==> src/rtl/servo_pkg.sv <==
// servo_pkg: state/sel encodings and microsecond-divider helper shared by the servo burst controller
package servo_pkg;
  typedef enum logic [1:0] {IDLE = 2'd0, ON = 2'd1, OFF = 2'd2} state_e;
  localparam logic [1:0] SEL_W0 = 2'd0, SEL_W1 = 2'd1, SEL_W2 = 2'd2, SEL_OFF = 2'd3;
  function automatic int us_div(input int clk_hz);
    return clk_hz / 1000000;
  endfunction
endpackage

==> src/rtl/servo_pwm_channel.sv <==
// servo_pwm_channel: one servo output; start (frame boundary while running) loads the pulse length from sel, pwm stays high for W(sel) us
module servo_pwm_channel
  import servo_pkg::*;
#(
  parameter int US_DIV    = 50,
  parameter int PERIOD_US = 20000,
  parameter int W0_US     = 1000,
  parameter int W1_US     = 1500,
  parameter int W2_US     = 2000
) (
  input  logic       clk,
  input  logic       rst_n,
  input  logic       start,
  input  logic [1:0] sel,
  output logic       pwm
);
  localparam int CW = $clog2(PERIOD_US * US_DIV);
  logic [CW-1:0] cnt, len;
  always_comb len = sel == SEL_W0 ? CW'(W0_US * US_DIV - 1) :
                    sel == SEL_W1 ? CW'(W1_US * US_DIV - 1) : CW'(W2_US * US_DIV - 1);
  always_ff @(posedge clk or negedge rst_n)
    if (!rst_n) begin
      pwm <= 1'b0;
      cnt <= '0;
    end else if (start && sel != SEL_OFF) begin
      pwm <= 1'b1;
      cnt <= len;
    end else if (cnt != '0) cnt <= cnt - 1'b1;
    else pwm <= 1'b0;
endmodule

==> src/rtl/servo_burst_ctrl.sv <==
// servo_burst_ctrl: N_CH servo PWM with run/stop burst sequencer; in: clk rst_n enable sel on_steps off_steps, out: pwm frame_start state busy
module servo_burst_ctrl
  import servo_pkg::*;
#(
  parameter int CLK_HZ          = 50000000,
  parameter int N_CH            = 2,
  parameter int PERIOD_US       = 20000,
  parameter int W0_US           = 1000,
  parameter int W1_US           = 1500,
  parameter int W2_US           = 2000,
  parameter int FRAMES_PER_STEP = 50,
  parameter int CNT_W           = 4
) (
  input  logic                clk,
  input  logic                rst_n,
  input  logic                enable,
  input  logic [2*N_CH-1:0]   sel,
  input  logic [CNT_W-1:0]    on_steps,
  input  logic [CNT_W-1:0]    off_steps,
  output logic [N_CH-1:0]     pwm,
  output logic                frame_start,
  output logic [1:0]          state,
  output logic                busy
);
  localparam int US_DIV = us_div(CLK_HZ);
  localparam int PW     = US_DIV > 1 ? $clog2(US_DIV) : 1;
  localparam int FW     = $clog2(PERIOD_US);
  localparam int SW     = $clog2(FRAMES_PER_STEP * (2 ** CNT_W));
  localparam int SW1    = SW + 1;
  if (US_DIV < 1 || CLK_HZ % 1000000 != 0) begin : g_bad_clk
    $error("CLK_HZ must be a nonzero multiple of 1 MHz");
  end
  if (W0_US >= PERIOD_US || W1_US >= PERIOD_US || W2_US >= PERIOD_US) begin : g_bad_w
    $error("pulse widths must be shorter than the frame");
  end
  logic [PW-1:0]    pre;
  logic [FW-1:0]    fcnt;
  logic             us_tick, wrap, relatch, done;
  logic [SW-1:0]    scnt;
  logic [CNT_W-1:0] on_l, off_l, len;
  logic [SW:0]      tgt;
  state_e           st, nxt;
  assign us_tick = pre == PW'(US_DIV - 1);
  assign wrap    = us_tick && fcnt == FW'(PERIOD_US - 1);
  assign state   = st;
  always_ff @(posedge clk or negedge rst_n)
    if (!rst_n) begin
      pre         <= '0;
      fcnt        <= '0;
      frame_start <= 1'b0;
    end else begin
      pre         <= us_tick ? '0 : pre + 1'b1;
      fcnt        <= wrap ? '0 : us_tick ? fcnt + 1'b1 : fcnt;
      frame_start <= wrap;
    end
  // a zero-length OFF phase is treated as one step so both-zero counts get re-evaluated every step
  always_comb len  = st == ON ? on_l : off_l == '0 ? CNT_W'(1) : off_l;
  assign tgt  = SW1'(len) * SW1'(FRAMES_PER_STEP);
  assign done = ({1'b0, scnt} + 1'b1) == tgt;
  always_comb begin
    nxt     = st;
    relatch = 1'b0;
    if (!enable) nxt = IDLE;
    else if (st == IDLE) relatch = 1'b1;
    else if (done) begin
      if (st == ON && off_l != '0) nxt = OFF;
      else relatch = 1'b1;
    end
    if (relatch) nxt = on_steps != '0 ? ON : OFF;
  end
  always_ff @(posedge clk or negedge rst_n)
    if (!rst_n) begin
      st    <= IDLE;
      busy  <= 1'b0;
      scnt  <= '0;
      on_l  <= '0;
      off_l <= '0;
    end else if (frame_start) begin
      st   <= nxt;
      busy <= nxt != IDLE;
      scnt <= (nxt == IDLE || nxt != st || done) ? '0 : scnt + 1'b1;
      if (relatch) begin
        on_l  <= on_steps;
        off_l <= off_steps;
      end
    end
  // channels start on the same boundary the FSM enters or stays in ON
  for (genvar i = 0; i < N_CH; i++) begin : g_ch
    servo_pwm_channel #(
      .US_DIV(US_DIV), .PERIOD_US(PERIOD_US), .W0_US(W0_US), .W1_US(W1_US), .W2_US(W2_US)
    ) u_ch (
      .clk  (clk),
      .rst_n(rst_n),
      .start(frame_start && nxt == ON),
      .sel  (sel[2*i+:2]),
      .pwm  (pwm[i])
    );
  end
endmodule

==> config.mk <==
export PLATFORM = sky130hd
export DESIGN_NAME = servo_burst_ctrl
export DESIGN_NICKNAME = d
export VERILOG_FILES = /design/src/rtl/servo_pkg.sv /design/src/rtl/servo_pwm_channel.sv /design/src/rtl/servo_burst_ctrl.sv
export SDC_FILE = /design/constraint.sdc
export NUM_CORES = 1
export LEC_CHECK = 0
export ABC_CLOCK_PERIOD_IN_PS = 5100
export CELL_PAD_IN_SITES_DETAIL_PLACEMENT = 1
export CELL_PAD_IN_SITES_GLOBAL_PLACEMENT = 2
export CORE_AREA = 2 2 139 100
export DETAILED_ROUTE_END_ITERATION = 8
export DIE_AREA = 0 0 141 102
export GPL_TIMING_DRIVEN = 0
export HOLD_SLACK_MARGIN = 0.15
export PLACE_DENSITY = 0.76
export SLEW_MARGIN = 30
export SYNTH_ARGS = -nofsm -noshare
export SYNTH_HDL_FRONTEND = slang
export SYNTH_HIERARCHICAL = 1
export SYNTH_SLANG_ARGS = --single-unit
==> constraint.sdc <==
create_clock -name clk -period 5.1 [get_ports clk]
set_input_delay 0.765 -clock clk [delete_from_list [all_inputs] [get_ports clk]]
set_output_delay 0.765 -clock clk [all_outputs]
set_load 0.01 [all_outputs]
==> results of run 1 <==
[per-stage QoR]
step | TNS, ps | instance area, um2 | setup WS (ps) | power [mW]
after floorplan | 0 | 5010 | 574 | 0.689
after global placement | -9280 | 5420 | -195 | 0.717
after detailed placement | -5660 | 5450 | -350 | 0.719
after CTS | 0 | 5750 | 10.2 | 1.36
after global routing | 0 | 5860 | 3.10 | 1.38
final | 0 | 5860 | 360 | 1.33
[layout make-up]
cell class | instances | share of cell area [%]
clock inverter | 3 | 0.342
inverter | 26 | 1.67
multi-input combinational | 400 | 47.2
tap | 166 | 3.55
clock buffer | 13 | 4.44
timing repair buffer | 32 | 5.32
buffer | 12 | 1.13
sequential | 85 | 36.4
[routing by layer]
metal  part of all wire (%)  vias to the layer above
met3                    2.1                       14
met1                     53                     1985
met5                      0                        -
met4                    1.0                        0
li1                       -                     1920
met2                     44                       38
[flip-flops by register name, indices dropped and copies added (netlist names)]
| register | cells |
|---|---|
| fcnt | 15 |
| on_l | 4 |
| g_ch.u_ch/cnt | 40 |
| state | 2 |
| frame_start | 1 |
| busy | 1 |
| pre | 6 |
| off_l | 4 |
| g_ch.u_ch/pwm | 2 |
| scnt | 10 |
[kinds of logic (layout without fill, tap and decap cells)]
group | after synthesis | count (layout) | share of synthesized area, %
AOI/OAI and AO/OA | 78 | 78 | 10.4
muxes | 16 | 16 | 4.34
adders and majority gates | 17 | 17 | 4.39
and+or+nand+nor | 230 | 230 | 24.9
xor gates and xnor gates | 59 | 59 | 10.3
DFF | 85 | 85 | 42.4
buffers and inverters | 38 | 86 | 3.17
[critical path, stage by stage (launching register included)]
cell      delay [ps]
dfrtp_2          470
nor2b_1          170
buf_6            160
mux2i_4          290
inv_1             70
ha_1             280
ha_1             160
inv_1             50
fa_1             370
inv_1            100
a31oi_1           90
xnor2_1          230
or3b_2           510
o211ai_4         120
nand4_4          130
or2_2            360
a21oi_4          210
nor2b_4          210
buf_4            130
nor2b_1          330
o22ai_1          140
[report_power, final]
group | internal [mW] | switching, mW
sequential | 0.674 | 0
clock | 0.356 | 0.268
combinational | 0.0128 | 0.0195
total | 1.04 | 0.287
[cell usage after synthesis, drive strengths merged (2+ instances only)]
cell / count
nor4: 5
nor2: 51
nand2: 54
a31o: 2
nand3b: 3
o22ai: 6
a31oi: 3
ha: 16
xor2: 15
or2: 6
a41o: 2
a21oi: 13
o31ai: 2
clkbuf: 8
or4: 9
o21bai: 3
nand3: 19
nand4: 7
buf: 4
o21ai: 30
xnor2: 44
mux2i: 7
and2: 5
nor3b: 5
and4b: 2
inv: 26
nor4b: 4
and3: 5
or3: 10
mux2: 9
dfrtp: 85
nor2b: 7
nand2b: 11
o2bb2ai: 2
o221ai: 2
nor3: 22
a211oi: 6
[worst min path at each step]
| stage | end | slack, ps | from | cells past startpoint |
|---|---|---|---|---|
| 2_1_floorplan | fcnt[7] | 450 | fcnt[7] | 1 |
| 3_5_place_dp | fcnt[7] | 470 | fcnt[7] | 1 |
| 5_1_grt | fcnt[6] | 340 | rst_n | 1 |
| 3_3_place_gp | g_ch[1].u_ch/pwm | 460 | g_ch[1].u_ch/pwm | 2 |
| 6_report | fcnt[6] | 320 | rst_n | 1 |
| 4_1_cts | fcnt[3] | 320 | rst_n | 1 |
[repair_timing]
action / CTS / global route
hold buffers: 0 / 0
endpoints found under the setup margin: 30 / 35
gates resized for setup: 6 / 10
buffers inserted: 0 / 11
pin swaps: 0 / 3
==> impl_metrics.py, run 1 <==
metrics = {
    "global_routing": {
        "grt_pass1_wl_um": 20500,
        "grt_max_degree": 53,
        "gr-total-overflow": 0,
        "antenna_found_initial": 0,
        "grt-busiest-layer": "met2",
        "grt_pass1_vias": 4062,
        "grt.met1_usage_pct": 26.0,
        "grt_usage_pct": 17.8,
        "grt_util_met2_pct": 27.4,
        "grtUsageMet3_pct": 3.28,
    },
    "logic_synthesis": {
        "yosys.area.top_type_share_pct": 42.4,
        "syn_inst": 523,
        "synthFlopType": "dfrtp_1",
        "synth_edf_count": 0,
        "syn_area_per_cell_um2": 9.58,
        "yosys_register_bits": 85,
        "synth-warning-count": 6,
        "synth.area.top_cells": "dfrtp_1, xnor2_1, nand2_1, ha_1, nor2_1",
        "async_flop_share_pct": 100,
        "syn_area_mm2": 0.00501,
        "synth_nets": 555,
        "synth_top_area_cell": "dfrtp_1",
        "ys_seq_area_share_pct": 42.4,
        "yosysUniqueCellTypes": 65,
    },
    "finish": {
        "regArea_mm2": 0.00213,
        "final_cell_mix": "dfrtp_1, nand2_1, nor2_1",
        "num-nets-final": 598,
        "multi_input_area_mm2": 0.00277,
        "final_common_cell": "dfrtp_1",
        "instances_no_fill": 737,
        "utilization_pct": 45.0,
        "antenna_cells": 0,
        "area_delta_synth_final_pct": 16.9,
        "drive_gt1_share_pct": 13.5,
        "fillers": 1485,
    },
    "clock_tree": {
        "cts_tree": "yes",
        "clkTransAtPathRegs_ps": 60,
        "cts_made_buffers": 9,
        "cts_root_buf": "clkbuf_16",
        "cts.htree.levels": 3,
        "clock_path_buffers": 2,
        "worstSkewPairLatency_ps": 340,
        "clock_sinks": 85,
    },
    "floorplan": {
        "initial_core_util_pct": 38.5,
        "core_area_mm2": 0.0130,
        "die_w_um": 141,
        "ioPinCount": 21,
        "die_area_mm2": 0.0144,
        "die_height_um": 102,
        "rows": 35,
    },
    "sta": {
        "skew_ps": 6.48,
        "fmax_ghz": 0.211,
        "finalCritPeriodShare_pct": 92.9,
        "min_period_ps": 4740,
        "fin_hold_ws_ps": 324,
        "relSlewSlack_pct": 58.0,
        "rsz0062_at_grt": "false",
        "hold_viol": 0,
        "slew_violations": 0,
        "worst_pin_slew_ps": 622,
        "setup_viol": 0,
    },
    "pwr": {
        "p_per_area_mw_per_mm2": 227,
        "peakVddDrop_uv": 165,
        "cellLeakagePower_nw": 2.32,
    },
    "place": {
        "dp.cells": 710,
        "io_buffers": 20,
        "dp_hpwl_um": 8710,
        "place_congestion": 0.778,
    },
    "status": {
        "outcome": "completed",
    },
    "setup_path": {
        "crit_fanout": 7,
        "reg2regPathDepth": 20,
        "r2r_start": "state[1]",
        "path_class": "reg -> reg",
        "crit_start": "state[1]",
        "worstSetupStartpointType": "flip-flop",
        "endpoint_kind": "flip-flop",
        "required_ps": 5310,
        "crit_path_end": "g_ch[1].u_ch/cnt[10]",
        "r2r-end": "g_ch[1].u_ch/cnt[10]",
        "r2r_slack_ps": 360,
        "critPathArrivalTime_ps": 4950,
    },
    "drt": {
        "drtAntennaViolNets": 0,
        "vias": 3957,
        "wl_um": 12000,
        "routed_via_density": 5.37,
        "drt_iter0_drc": 142,
        "drc": 0,
        "post_drt_wl_per_cell_um": 16.2,
        "dr.pass1.iters": 4,
    },
    "min_path": {
        "hp-class": "in -> async",
    },
    "run": {
        "maxCapViolCount": 0,
    },
}
Note: power is estimated with default switching activity, not from simulation.
==> inputs of run 2 (changes only) <==
--- a/config.mk
+++ b/config.mk
@@ -14,6 +14,7 @@
 export GPL_TIMING_DRIVEN = 0
 export HOLD_SLACK_MARGIN = 0.15
 export PLACE_DENSITY = 0.76
+export RECOVER_POWER = 100
 export SLEW_MARGIN = 30
 export SYNTH_ARGS = -nofsm -noshare
 export SYNTH_HDL_FRONTEND = slang
==> run 2 against run 1 <==
The flow now finishes with violations (capacitance limit, slew limit). Largest power group unchanged. Cell count unchanged. Sequential share of layout area increased by 0.42 points. Non-clock buffer count unchanged.
==> impl_metrics.py, run 2 (same netlist as run 1, synthesis figures left out) <==
metrics = {
    "drt": {
        "vias": 3937,
        "routed_via_density": 5.34,
        "post_drt_wl_per_cell_um": 16.1,
        "drc": 0,
        "wl_um": 11900,
        "drt_iter0_drc": 136,
        "drtAntennaViolNets": 0,
        "dr.pass1.iters": 4,
    },
    "clock_tree": {
        "cts_root_buf": "clkbuf_16",
        "clock_sinks": 85,
        "clkTransAtPathRegs_ps": 60,
        "cts.htree.levels": 3,
        "worstSkewPairLatency_ps": 340,
        "cts_made_buffers": 9,
        "cts_tree": "yes",
        "clock_path_buffers": 2,
    },
    "sta": {
        "rsz0062_at_grt": "false",
        "fin_setup_tns_ps": 0,
        "worst_pin_slew_ps": 2390,
        "min_period_ps": 4740,
        "slew_violations": 88,
        "skew_ps": 6.72,
        "fmax_ghz": 0.211,
        "hold_viol": 0,
        "setup_viol": 0,
        "relSlewSlack_pct": -59.1,
        "finalCritPeriodShare_pct": 92.9,
    },
    "global_routing": {
        "grt_pass1_wl_um": 20500,
        "grt.met1_usage_pct": 26.0,
        "grt_max_degree": 53,
        "gr-total-overflow": 0,
        "grt-busiest-layer": "met2",
        "grtUsageMet3_pct": 3.28,
        "grt_util_met2_pct": 27.4,
        "grt_usage_pct": 17.8,
        "grt_pass1_vias": 4062,
        "antenna_found_initial": 0,
    },
    "floorplan": {
        "ioPinCount": 21,
        "die_w_um": 141,
        "die_height_um": 102,
        "rows": 35,
        "die_area_mm2": 0.0144,
        "initial_core_util_pct": 38.5,
        "core_area_mm2": 0.0130,
    },
    "place": {
        "place_congestion": 0.778,
        "dp_hpwl_um": 8710,
        "io_buffers": 20,
    },
    "finish": {
        "reg.largest.list": "g_ch.u_ch/cnt (40), fcnt (15), scnt (10)",
        "num-nets-final": 598,
        "area_delta_synth_final_pct": 15.6,
        "regMostFlops": "g_ch.u_ch/cnt",
        "antenna_cells": 0,
        "final_common_cell": "dfrtp_1",
        "final_cell_mix": "dfrtp_1, nand2_1, nor2_1",
        "largest_reg_flops": 40,
        "fillers": 1491,
        "drive_gt1_share_pct": 12.1,
    },
    "min_path": {
        "hp-class": "reg -> reg",
    },
    "status": {
        "failed_checks": "capacitance limit, slew limit",
        "outcome": "complete, but fails checks",
    },
    "pwr": {
        "p_per_area_mw_per_mm2": 229,
        "power_mw": 1.33,
        "peakVddDrop_uv": 165,
        "cellLeakagePower_nw": 2.31,
    },
    "setup_path": {
        "endpoint_kind": "flip-flop",
        "worstSetupStartpointType": "flip-flop",
        "required_ps": 5310,
        "path_class": "reg -> reg",
        "critPathArrivalTime_ps": 4940,
        "crit_fanout": 7,
    },
    "run": {
        "maxCapViolCount": 2,
    },
}
[run 2: final timing paths]
| check | startpoint | to | slack [ps] | cells after the start |
|---|---|---|---|---|
| min in group asynchronous | rst_n | fcnt[6] | 970 | 1 |
| worst max register to register | state[1] | g_ch[1].u_ch/cnt[10] | 360 | 20 |
| worst min-delay path | g_ch[0].u_ch/pwm | g_ch[0].u_ch/pwm | 470 | 2 |
| worst max-delay path | state[1] | g_ch[1].u_ch/cnt[10] | 360 | 20 |
| worst min register to register | g_ch[0].u_ch/pwm | g_ch[0].u_ch/pwm | 470 | 2 |
| max in group asynchronous | rst_n | on_l[0] | 930 | 2 |
[run 2: report_power, final]
group          total [mW]  internal [mW]  leakage, nW  switching, mW
registers           0.674          0.674        0.996              0
clock network       0.622          0.356        0.132          0.266
logic              0.0294         0.0103         1.19         0.0191
total                1.33           1.04         2.31          0.285
[run 2: cell type report]
type,instances,area (um2),share of cell area (%)
multi-input cells,400,2720,47.0
flip-flops and latches,85,2130,36.8
repair buffers,32,289,4.99
clock buffers,13,260,4.49
well taps,166,208,3.59
inverters,26,97.6,1.69
plain buffers,12,65.1,1.12
clock inverters,3,20.0,0.346
[run 2: routing by layer]
| metal | share of wire (%) | vias to the layer above |
|---|---|---|
| li1 | - | 1920 |
| met1 | 53 | 1980 |
| met2 | 44 | 27 |
| met3 | 1.9 | 10 |
| met4 | 0.76 | 0 |
| met5 | 0 | - |
[run 2: through the flow]
stage	std cells	hold slack (ps)	utilization (%)	area [um2]	setup slack [ps]
after floorplan	523	449	-	5010	574
after global placement	709	458	41.7	5420	-195
after detailed placement	710	467	41.9	5450	-350
after CTS	726	319	44.2	5750	10.2
after global routing	737	508	44.5	5790	18.9
final	737	474	44.5	5790	362
[run 2: timing repair]
| action | 4_1_cts | 5_1_grt |
|---|---|---|
| pin swaps | 0 | 3 |
| hold buffers | 0 | 0 |
| buffers inserted | 0 | 11 |
| gates cloned | 0 | 0 |
| gates resized for setup | 6 | 10 |
| endpoints found under the setup margin | 30 | 35 |
[run 2: worst max-delay path, stage by stage (launching register included)]
cell and delay, ps:
dfrtp_2 450, nor2b_1 160, buf_6 160, mux2i_4 290, inv_1 70, ha_1 280, ha_1 160, inv_1 50
fa_1 370, inv_1 100, a31oi_1 90, xnor2_1 230, or3b_2 510, o211ai_4 120, nand4_4 130, or2_2 360
a21oi_4 210, nor2b_4 210, clkbuf_4 150, nor2b_1 330, o22ai_1 140
